File: config.mk
export PLATFORM = sky130hd
export DESIGN_NAME = cmd_bus_arbiter
export DESIGN_NICKNAME = d
export VERILOG_FILES = /design/src/rtl/cmd_bus_arbiter.sv
export SDC_FILE = /design/constraint.sdc
export NUM_CORES = 1
export LEC_CHECK = 0
export CORE_ASPECT_RATIO = 2
export CORE_MARGIN = 3
export CORE_UTILIZATION = 40
export DETAILED_ROUTE_END_ITERATION = 6
export HOLD_SLACK_MARGIN = 0.05
export PLACE_DENSITY_LB_ADDON = 0.05
export REMOVE_ABC_BUFFERS = 1
export SLEW_MARGIN = 20
export SYNTH_ARGS = -nofsm -noshare
export SYNTH_HDL_FRONTEND = slang
export SYNTH_SLANG_ARGS = --single-unit
File: constraint.sdc
create_clock -name i_sysclk -period 3.19 [get_ports i_sysclk]
set_clock_uncertainty 0.1 [all_clocks]
set_input_delay 0.319 -clock i_sysclk [delete_from_list [all_inputs] [get_ports i_sysclk]]
set_output_delay 0.319 -clock i_sysclk [all_outputs]
set_load 0.01 [all_outputs]
File: src/rtl/cmd_bus_arbiter.sv
// Round-robin arbiter sharing one downstream command bus among NUM_REQ requesters.
// Latches single-cycle strobes into per-requester slots and routes ack/rdata/timeout back.
module cmd_bus_arbiter #(
  parameter int unsigned NUM_REQ              = 4,
  parameter int unsigned ADDR_BITS            = 24,
  parameter int unsigned DATA_BITS            = 32,
  parameter int unsigned P_GRANT_TIMEOUT_CLKS = 64
) (
  input  logic                           i_sysclk,
  input  logic                           i_srst_n,
  input  logic [NUM_REQ-1:0]             i_req_sel,
  input  logic [NUM_REQ-1:0]             i_req_rd_wr_n,
  input  logic [NUM_REQ*ADDR_BITS-1:0]   i_req_byte_addr,
  input  logic [NUM_REQ*DATA_BITS-1:0]   i_req_wdata,
  output logic [NUM_REQ-1:0]             o_req_busy,
  output logic [NUM_REQ-1:0]             o_req_ack,
  output logic [NUM_REQ-1:0]             o_req_timeout,
  output logic [NUM_REQ-1:0]             o_req_drop,
  output logic [DATA_BITS-1:0]           o_req_rdata,
  output logic                           o_cmd_sel,
  output logic                           o_cmd_rd_wr_n,
  output logic [ADDR_BITS-1:0]           o_cmd_byte_addr,
  output logic [DATA_BITS-1:0]           o_cmd_wdata,
  input  logic                           i_cmd_ack,
  input  logic [DATA_BITS-1:0]           i_cmd_rdata,
  input  logic                           i_cmd_timeout
);

  localparam int unsigned IDX_W = (NUM_REQ > 1) ? $clog2(NUM_REQ) : 1;
  localparam int unsigned WD_W  = $clog2(P_GRANT_TIMEOUT_CLKS + 1);
  localparam logic [WD_W-1:0]  WD_LAST = WD_W'(P_GRANT_TIMEOUT_CLKS - 1);
  localparam logic [IDX_W-1:0] IDX_LAST = IDX_W'(NUM_REQ - 1);

  typedef enum logic [1:0] {IDLE, ISSUE, WAIT} state_t;

  state_t                 state_q, state_d;
  logic [NUM_REQ-1:0]     slot_rd;
  logic [ADDR_BITS-1:0]   slot_addr  [NUM_REQ];
  logic [DATA_BITS-1:0]   slot_wdata [NUM_REQ];
  logic [IDX_W-1:0]       rr_q, gnt_q, pick_c, rr_next_c;
  logic                   pick_vld_c;
  int unsigned            idx_c;
  logic [WD_W-1:0]        wd_q;
  logic                   grant_c, done_ack_c, done_to_c;

  // First pending slot at or after the round-robin pointer, with wrap.
  always_comb begin
    pick_c     = '0;
    pick_vld_c = 1'b0;
    idx_c      = 0;
    for (int unsigned i = 0; i < NUM_REQ; i++) begin
      idx_c = 32'(rr_q) + i;
      if (idx_c >= NUM_REQ) idx_c = idx_c - NUM_REQ;
      if (!pick_vld_c && o_req_busy[IDX_W'(idx_c)]) begin
        pick_c     = IDX_W'(idx_c);
        pick_vld_c = 1'b1;
      end
    end
  end

  assign rr_next_c = (pick_c == IDX_LAST) ? '0 : pick_c + IDX_W'(1);

  always_ff @(posedge i_sysclk) begin
    if (!i_srst_n) state_q <= IDLE;
    else           state_q <= state_d;
  end

  // Ack outranks downstream timeout, which outranks the watchdog.
  always_comb begin
    state_d    = state_q;
    grant_c    = 1'b0;
    done_ack_c = 1'b0;
    done_to_c  = 1'b0;
    unique case (state_q)
      IDLE: begin
        if (pick_vld_c) begin
          grant_c = 1'b1;
          state_d = ISSUE;
        end
      end
      ISSUE: state_d = WAIT;
      WAIT: begin
        if (i_cmd_ack) begin
          done_ack_c = 1'b1;
          state_d    = IDLE;
        end else if (i_cmd_timeout || (wd_q == WD_LAST)) begin
          done_to_c = 1'b1;
          state_d   = IDLE;
        end
      end
      default: state_d = IDLE;
    endcase
  end

  always_ff @(posedge i_sysclk) begin
    if (!i_srst_n) begin
      o_req_busy      <= '0;
      o_req_ack       <= '0;
      o_req_timeout   <= '0;
      o_req_drop      <= '0;
      o_req_rdata     <= '0;
      o_cmd_sel       <= 1'b0;
      o_cmd_rd_wr_n   <= 1'b0;
      o_cmd_byte_addr <= '0;
      o_cmd_wdata     <= '0;
      rr_q            <= '0;
      gnt_q           <= '0;
      wd_q            <= '0;
      slot_rd         <= '0;
      for (int r = 0; r < NUM_REQ; r++) begin
        slot_addr[r]  <= '0;
        slot_wdata[r] <= '0;
      end
    end else begin
      o_req_ack     <= '0;
      o_req_timeout <= '0;
      o_cmd_sel     <= 1'b0;

      // A slot owner is busy until completion, so set and clear never collide.
      for (int r = 0; r < NUM_REQ; r++) begin
        if (i_req_sel[r]) begin
          if (o_req_busy[r]) begin
            o_req_drop[r] <= 1'b1;
          end else begin
            o_req_busy[r] <= 1'b1;
            slot_rd[r]    <= i_req_rd_wr_n[r];
            slot_addr[r]  <= i_req_byte_addr[r*ADDR_BITS +: ADDR_BITS];
            slot_wdata[r] <= i_req_wdata[r*DATA_BITS +: DATA_BITS];
          end
        end
      end

      if (grant_c) begin
        o_cmd_sel       <= 1'b1;
        o_cmd_rd_wr_n   <= slot_rd[pick_c];
        o_cmd_byte_addr <= slot_addr[pick_c];
        o_cmd_wdata     <= slot_wdata[pick_c];
        gnt_q           <= pick_c;
        rr_q            <= rr_next_c;
      end

      if (state_q == ISSUE) begin
        wd_q <= '0;
      end else if ((state_q == WAIT) && (wd_q != WD_LAST)) begin
        wd_q <= wd_q + WD_W'(1);
      end

      if (done_ack_c) begin
        o_req_ack[gnt_q]  <= 1'b1;
        o_req_rdata       <= i_cmd_rdata;
        o_req_busy[gnt_q] <= 1'b0;
      end
      if (done_to_c) begin
        o_req_timeout[gnt_q] <= 1'b1;
        o_req_busy[gnt_q]    <= 1'b0;
      end
    end
  end

endmodule
# After elaboration in Yosys (flattened, before gate mapping)
# Memory sizes are Yosys's and may differ from the RTL's. A register that Yosys moved wholly into a read port is not among the register bits.
# Cells that the tools add are included.
[word_totals] in_bits=268 memories=2 elab_cells=160 ramBits=224 ff_bits=67 out_inout_bits=106
[op_classes] eq_ne=7 mux=73 order_cmp=11 add_sub_neg=9 n_reduce_logical=24 n_bitwise=16
[mem_list] memory="slot_wdata" words=4 word_bits=32 rd=1 rd_ports_with_merged_regs=1 write_ports=4 line="39" source="logic [DATA_BITS-1:0] slot_wdata [NUM_REQ];"
[mem_list] memory="slot_addr" words=4 word_bits=24 rd=1 rd_ports_with_merged_regs=1 write_ports=4 line="38" source="logic [ADDR_BITS-1:0] slot_addr [NUM_REQ];"
[op_table] operator="$mux 32" n=4
[op_table] operator="$mux 24" n=4
[op_table] operator="$mux 1" n=43
[op_table] operator="$mux 2" n=12
[op_table] operator="$reduce_and 2->1" n=11
[op_table] operator="$lt 2x3->1 const B" n=6
[op_table] operator="$mux 4" n=3
[op_table] operator="$bmux 1 s2" n=5
[op_table] operator="$ge 3x3->1 const B" n=3
[op_table] operator="$and 4x4->4" n=2
[op_table] operator="$or 1x1->1" n=8
[op_table] operator="$sub 2x1->2 const B" n=4
[op_table] operator="$add 7x1->7 const B" n=1
[op_table] operator="$eq 7x6->1 const B" n=1
[op_table] operator="$ne 7x6->1 const B" n=1
[op_table] operator="$add 2x2->3 const B" n=2
[op_table] operator="$pmux 2 s3" n=1
[op_table] operator="$logic_and 1x1->1" n=5
[op_table] operator="$logic_not 1->1" n=5
[op_table] operator="$not 1->1" n=5
[op_table] operator="$eq 2x2->1 const B" n=2
[op_table] operator="$not 4->4" n=1
[op_table] operator="$add 2x1->3 const B" n=1
[op_table] operator="$ge 2x3->1 const B" n=1
[op_table] operator="9 further kinds" n=9

# Depth between registers and ports, before layout
# Gate-level depths: netlist of run 1.
[depth] depth_word=17 mapped_depth=8 depth_no_buf=6

# Worst setup path before layout of run 1
# Ideal clock, no wire load.
[synth_path] path_kind="input-to-reg" start="in i_srst_n" end="mem slot_addr[1][0], enable pin" path_buffers=2 cell_stages=3 setup_ns=0.637 required_time_ns=2.453 arrival_ns=1.734 setup_slack_ns=0.719 cell_sequence="buf_2 clkbuf_1 nand2_1"
[synth_lines] element="start, declared" line="10" source="input logic i_srst_n,"
[synth_lines] element="end, declared" line="38"

# Final worst setup path of run 1
[layout_path] start="reg rr_q[1]" end="reg o_cmd_wdata[14] (read register of slot_wdata)"
[layout_between] elab_chain_cells=16 word_cells_on_any_way=39 classes_between="7 x add/sub; 4 x order compare; 22 x mux; 6 x reduce/logical"
[layout_rtl] element="start, declared" line="40" source="logic [IDX_W-1:0] rr_q, gnt_q, pick_c, rr_next_c;"
[layout_rtl] element="start signal, assigned" line="139" source="rr_q <= rr_next_c;"
[layout_rtl] element="parallel branches: the longest is 16 deep, another holds $add 2x1->3"
[layout_rtl] element="end, declared" line="23" source="output logic [DATA_BITS-1:0] o_cmd_wdata,"
# Parallel ways; which one is timed is not known. The select of a mux whose other input is x is not followed.
# A chain may end at the register's enable or synchronous reset.

==> flow_summary.json, run 1 <==
{
  "final-hold-violation-count": 0,
  "ff2ff_setup_slack_ns": 0.82,
  "post-route-min-period_ns": 2.37,
  "finalPower_mw": 11.1,
  "antenna_found_initial": 2,
  "min_to": "slot_rd[0]",
  "die_area_um2": 37200,
  "cp_max_fo": 32,
  "max_stage_delay_ns": 0.77,
  "path_clk_slew_ns": 0.07,
  "required_ns": 3.50,
  "post_cts_resized": 0,
  "num_io_pins": 374,
  "area.growth.synth_to_final_pct": 39.0,
  "netlist_instances": 1092,
  "rows": 96,
  "cts_max_path_buffers": 3,
  "rsz0062_at_grt": "no",
  "period_share_pct": 74.4,
  "min_path_type": "in2reg",
  "overflow": 0,
  "grt_pass1_vias": 10300,
  "status": "finished clean",
  "cellLeakagePower_nw": 7.11,
  "core_um2": 34400,
  "yosysSeqAreaShare_pct": 66.1,
  "cp-start-kind": "flip-flop",
  "dpl_cell_area_um2": 18200,
  "critical-path-slowest-cell": "o21ai_4",
  "final_nets": 1716,
  "final_cells": 1913,
  "path_delay_family": "compound AO/OA/AOI/OAI gates",
  "place_ws_ns": 0.745,
  "dp_hpwl_mm": 26.7,
  "final_core_util_pct": 56.2,
  "ff2ff_path_depth": 5,
  "place_inst": 1855,
  "gp_congestion": 0.807,
  "hold_buffers": 0,
  "grt_first_pass_wirelength_mm": 61.6,
  "tns_ns": 0,
  "final-setup-viol-count": 0,
  "avgViaCountPerCell": 5.05,
  "dieHeight_um": 270,
  "cts_root_buffer": "clkbuf_16",
  "firstDrtPassIters": 5,
  "drt_iter0_markers": 479,
  "grt_max_degree": 58,
  "drive_gt1_share_pct": 6.39,
  "final_area_um2": 19300,
  "synth_compound_gate_area_share_pct": 6.21,
  "worstMarginPinSlew_ns": 0.948,
  "r2r-end": "o_cmd_wdata[14]",
  "path_buf_inv": 1,
  "cts_setup_buffers": 0,
  "htreeDepth": 1,
  "drv_cap": 0,
  "r2r-start": "rr_q[1]",
  "cts.sinks": 347,
  "cts_tree": "built",
  "n_fill_cell": 3010,
  "cts_buffers": 31,
  "synth.cell_area_um2": 13900,
  "synth_top_family_by_area": "simple AND/OR/NAND/NOR gates",
  "powerDensity_nw_per_um2": 576,
  "slew_headroom_pct": 36.6,
  "synth-xor-area-share_pct": 0.252,
  "yosysUniqueCellTypes": 38,
  "vias": 9656,
  "fmax_mhz": 421,
  "start_util_pct": 40.5,
  "synthSimpleGateAreaFrac_pct": 16.2,
  "worst_setup_path_end_kind": "flip-flop",
  "wl_mm": 41.5,
  "slew_violations": 0,
  "fin_hold_ws_ns": 0.189,
  "crit_path_cell_trace": "mux2i_1, o22ai_2, o21ai_4, buf_12, o221ai_1",
  "clkLatencyLatePin_ns": 0.56,
  "crit_arrival_ns": 2.68,
  "wl_per_cell_um": 21.7,
  "yosys_warnings": 0,
  "synthAdderAreaFrac_pct": 0.0900,
  "portBuffers": 373,
  "drc_errors": 0,
  "grt_usage_pct": 21.9,
  "detail-route-antenna-nets": 0,
  "hold_depth": 3,
  "fin_ws_ns": 0.817,
  "muxShareOfSynthArea_pct": 8.42,
  "die_x_um": 138,
  "synth-seq-cells": 347,
  "path_class": "reg2reg",
  "synth_area_per_cell_um2": 12.7,
  "ir_drop_mv": 0.423,
  "hp-start": "i_req_rd_wr_n[0]"
}
==> worst max path at each step <==
stage | from | end | cells past startpoint
floorplan | rr_q[1] | o_cmd_byte_addr[6] | 4
global placement | i_srst_n | o_cmd_wdata[7] | 6
detailed placement | rr_q[1] | o_cmd_byte_addr[1] | 5
CTS | rr_q[1] | o_cmd_wdata[16] | 5
global route | rr_q[1] | o_cmd_wdata[14] | 5
finish | rr_q[1] | o_cmd_wdata[14] | 5
==> layout make-up <==
class,instances,area (µm²),share of cell area [%]
Timing Repair Buffer,393,4020,20.8
Multi-Input combinational cell,667,4410,22.8
Sequential cell,347,9190,47.6
Clock inverter,21,319,1.65
Antenna cell,1,2.50,0.0130
Tap cell,441,552,2.86
Inverter,7,26.3,0.136
Clock buffer,36,805,4.16
==> cells by family after synthesis <==
kind of cell	Yosys count
compound gates	120
xor+xnor	4
mux	117
fa+ha+maj	1
flops	347
simple gates	425
buf+inv	78
==> Yosys cell counts, drive strengths merged <==
master	instances	area, µm²
a21oi	45	225
a31oi	5	37.5
and2	225	1410
and2b	1	7.51
buf	33	215
clkbuf	38	143
dfxtp	123	2460
edfxtp	224	6730
ha	1	12.5
inv	7	26.3
mux2i	117	1170
nand2	147	552
nand2b	7	43.8
nand3	7	35.0
nand3b	1	20.0
nor2	26	103
nor2b	1	6.26
nor3	6	35.0
nor4	3	31.3
o2111ai	1	8.76
o211ai	1	7.51
o21ai	8	40.0
o221ai	57	499
o22ai	1	12.5
o2bb2a	1	20.0
o31ai	1	12.5
or3	1	6.26
xnor2	3	26.3
xor2	1	8.76
==> where the power goes <==
group	total (mW)	leakage, nW	internal (mW)	switching [mW]
Sequential	5.31	3.42	5.16	0.155
Clock	4.15	0.539	2.46	1.69
Combinational	1.66	3.15	0.850	0.810
Total	11.1	7.11	8.46	2.66
==> placed cells by master, fill, tap and decap left out, drive strengths merged, types with 3 or more instances in the layout <==
cell type / netlist / routed
clkdlybuf4s50: 0 / 373
and2: 225 / 225
edfxtp: 224 / 224
nand2: 147 / 147
dfxtp: 123 / 123
mux2i: 117 / 117
o221ai: 57 / 57
a21oi: 45 / 45
clkbuf: 38 / 36
nor2: 26 / 26
buf: 33 / 20
bufinv: 0 / 8
clkinv: 0 / 8
o21ai: 8 / 8
nand2b: 7 / 7
nand3: 7 / 7
inv: 7 / 7
nor3: 6 / 6
a31oi: 5 / 5
clkinvlp: 0 / 5
xnor2: 3 / 3
nor4: 3 / 3
==> routing by layer <==
metal	wire (µm)	GRT usage [%]
met1	14900	24.5
met2	22100	39.9
met3	3060	5.06
met4	1480	7.70
met5	0	0
==> tightest hold or removal path, stage by stage <==
cell and delay (ns):
clkdlybuf4s50_1 0.40, nand2_1 0.06, nand2_1 0.04
==> flip-flops by register name (all words and copies together), names as in the netlist <==
name / count
gnt_q: 2
o_req_rdata: 32
o_req_drop: 4
wd_q: 7
o_cmd_rd_wr_n: 1
slot_addr: 96
o_cmd_byte_addr: 24
o_req_ack: 4
o_req_timeout: 4
state_q: 2
o_req_busy: 4
rr_q: 2
o_cmd_sel: 1
slot_rd: 4
slot_wdata: 128
o_cmd_wdata: 32
No activity file was read; power rests on OpenSTA's default activity.
==> inputs of run 2 (changes only) <==
clock period = 1.9 ns   (was 3.19 ns; I/O delays follow)
==> run 2 against run 1 <==
  * Sequential share of layout area shrank 1.7 points
  * Routed wire length grew 2.0%
  * Die area is the same
  * Non-clock buffer count grew 42
  * Setup slack lost 0.79 ns
  * Global-route usage grew 0.31 points
  * Hold slack lost 0.076 ns
  * Cell count grew 2.4%
  * Largest cell class unchanged
  * Clock power grew 83%
  * Critical path type is now reg2out
  * Critical endpoint is now o_req_busy[1]
  * Total power grew 76%
  * Highest routed layer is now met5
  * Largest power group unchanged
  * Via count grew 1.9%
  * Sequential cell count is the same
==> flow_summary.json, run 2 (synthesis gave the netlist of run 1 again) <==
{
  "post-route-min-period_ns": 1.87,
  "path_clk_slew_ns": 0.06,
  "period_share_pct": 98.3,
  "final_area_um2": 20100,
  "overflow": 0,
  "cp_max_fo": 6,
  "largest-register": "slot_wdata",
  "detail-route-antenna-nets": 0,
  "layout.cells.most_common": "clkdlybuf4s50_1",
  "r2r-start": "o_req_busy[0]",
  "htreeDepth": 2,
  "largest_register_ffs": 128,
  "n_fill_cell": 2910,
  "hp-start": "i_req_rd_wr_n[2]",
  "grt_usage_pct": 22.2,
  "slew_headroom_pct": 67.9,
  "multi_input_area_um2": 4460,
  "p_clk_share_pct": 38.8,
  "antenna_found_initial": 1,
  "hold_depth": 3,
  "avgViaCountPerCell": 5.02,
  "grt_first_pass_wirelength_mm": 62.0,
  "ir_drop_mv": 0.707,
  "fmax_mhz": 535,
  "place_inst": 1893,
  "ff2ff_setup_slack_ns": 0.06,
  "drv_cap": 0,
  "cp-start-kind": "flip-flop",
  "cellLeakagePower_nw": 7.51,
  "final_nets": 1761,
  "max_stage_delay_ns": 0.53,
  "dpl_cell_area_um2": 18700,
  "cts_root_buffer": "clkbuf_16",
  "path_delay_family": "buffers and inverters",
  "clkLatencyLatePin_ns": 0.52,
  "final-setup-viol-count": 0,
  "crit_arrival_ns": 1.58,
  "dp_hpwl_mm": 29.1,
  "r2r-end": "o_cmd_wdata[21]",
  "cts_buffers": 34,
  "slew_violations": 0,
  "final_cells": 1959,
  "final-seq-area_um2": 9200,
  "antenna_cells": 0,
  "dieHeight_um": 270,
  "required_ns": 1.61,
  "drive_gt1_share_pct": 10.0,
  "internal_power_mw": 15.1,
  "cts.sinks": 347,
  "rsz0062_at_grt": "yes",
  "swShare_pct": 23.3,
  "portBuffers": 373,
  "wl_per_cell_um": 21.6,
  "path_class": "reg2out",
  "core_um2": 34400,
  "final-hold-violation-count": 0,
  "worstMarginPinSlew_ns": 0.482,
  "netSwitchingPower_mw": 4.57,
  "start_util_pct": 40.5,
  "p_seq_share_pct": 45.5,
  "cts_max_path_buffers": 3,
  "worst_setup_path_end_kind": "primary output",
  "cts_tree": "built",
  "ff2ff_path_depth": 6,
  "reg_top3": "slot_wdata (128), slot_addr (96)",
  "path_buf_inv": 2,
  "drc_errors": 0,
  "grt_max_degree": 58,
  "rows": 96,
  "status": "finished clean",
  "vias": 9836,
  "area.growth.synth_to_final_pct": 44.4,
  "drt_iter0_markers": 401,
  "die_area_um2": 37200,
  "mostFrequentLayoutCells": "clkdlybuf4s50_1 (371), and2_1 (225), edfxtp_1 (224)",
  "num_io_pins": 374,
  "wl_mm": 42.3,
  "grt_pass1_vias": 10500,
  "min_path_type": "in2reg",
  "crit_path_cell_trace": "buf_4, clkdlybuf4s50_1",
  "gp_congestion": 0.825,
  "critical-path-slowest-cell": "clkdlybuf4s50_1",
  "p_comb_share_pct": 15.7,
  "firstDrtPassIters": 4,
  "powerDensity_nw_per_um2": 978,
  "die_x_um": 138,
  "min_to": "slot_rd[2]"
}
==> run 2: power by group through the flow <==
stage | Combinational, mW | Clock [mW] | Sequential (mW)
final | 3.08 | 7.61 | 8.93
after global routing | 3.29 | 8.05 | 8.98
after CTS | 3.06 | 7.77 | 8.92
after detailed placement | 3.03 | 0 | 9.08
after global placement | 3.00 | 0 | 9.06
after floorplan | 1.14 | 0 | 9.13
==> run 2: worst max path at each step <==
| stage | from | cells after the start | slack (ns) | end |
|---|---|---|---|---|
| finish | o_req_busy[1] | 2 | 0.03 | o_req_busy[1] |
| global route | o_req_busy[0] | 6 | -0.01 | o_cmd_wdata[21] |
| CTS | o_req_busy[0] | 2 | 0.003 | o_req_busy[0] |
| detailed placement | rr_q[1] | 7 | -0.05 | o_cmd_wdata[6] |
| global placement | o_req_busy[0] | 7 | 0.002 | o_cmd_wdata[6] |
| floorplan | rr_q[1] | 4 | -1.34 | o_cmd_byte_addr[6] |
==> run 2: per-stage QoR <==
stage	TNS (ns)	total power [mW]	worst slack [ns]	utilization, %	hold slack (ns)
finish	0	19.6	0.0314	58.4	0.112
global route	-0.0193	20.3	-0.0115	58.4	0.103
CTS	0	19.8	0.00299	58.1	0.0853
detailed placement	-0.0652	12.1	-0.0514	54.3	0.346
global placement	0	12.1	0.00202	54.3	0.341
floorplan	-233.53	10.3	-1.34	-	0.189
==> run 2: tightest hold or removal path, delay by kind of cell <==
kind / cells / cell delay (ns)
simple gates: 2 / 0.10
buf+inv: 1 / 0.39
==> run 2: cell type report <==
type | instances | share of cell area, %
clock buffers | 46 | 4.90
multi-input cells | 667 | 22.2
repair buffers | 435 | 22.8
flip-flops and latches | 347 | 45.8
clock inverters | 16 | 1.42
well taps | 441 | 2.75
inverters | 7 | 0.131
==> run 2: per-layer routing <==
metal | GRT usage, % | vias up | share of wire (%)
li1 | - | 4661 | -
met1 | 24.0 | 4762 | 36
met2 | 41.3 | 335 | 54
met3 | 5.73 | 76 | 7.0
met4 | 7.11 | 2 | 3.1
met5 | 0 | - | 0.031
==> run 2: what timing repair did <==
action / in CTS / in global routing
hold buffers: 0 / 0
endpoints found under the setup margin: 17 / 64
hold endpoints to repair: 0 / 0
resized for setup: 8 / 21
buffers inserted: 2 / 1
gates cloned: 0 / 1
pin swaps: 0 / 2
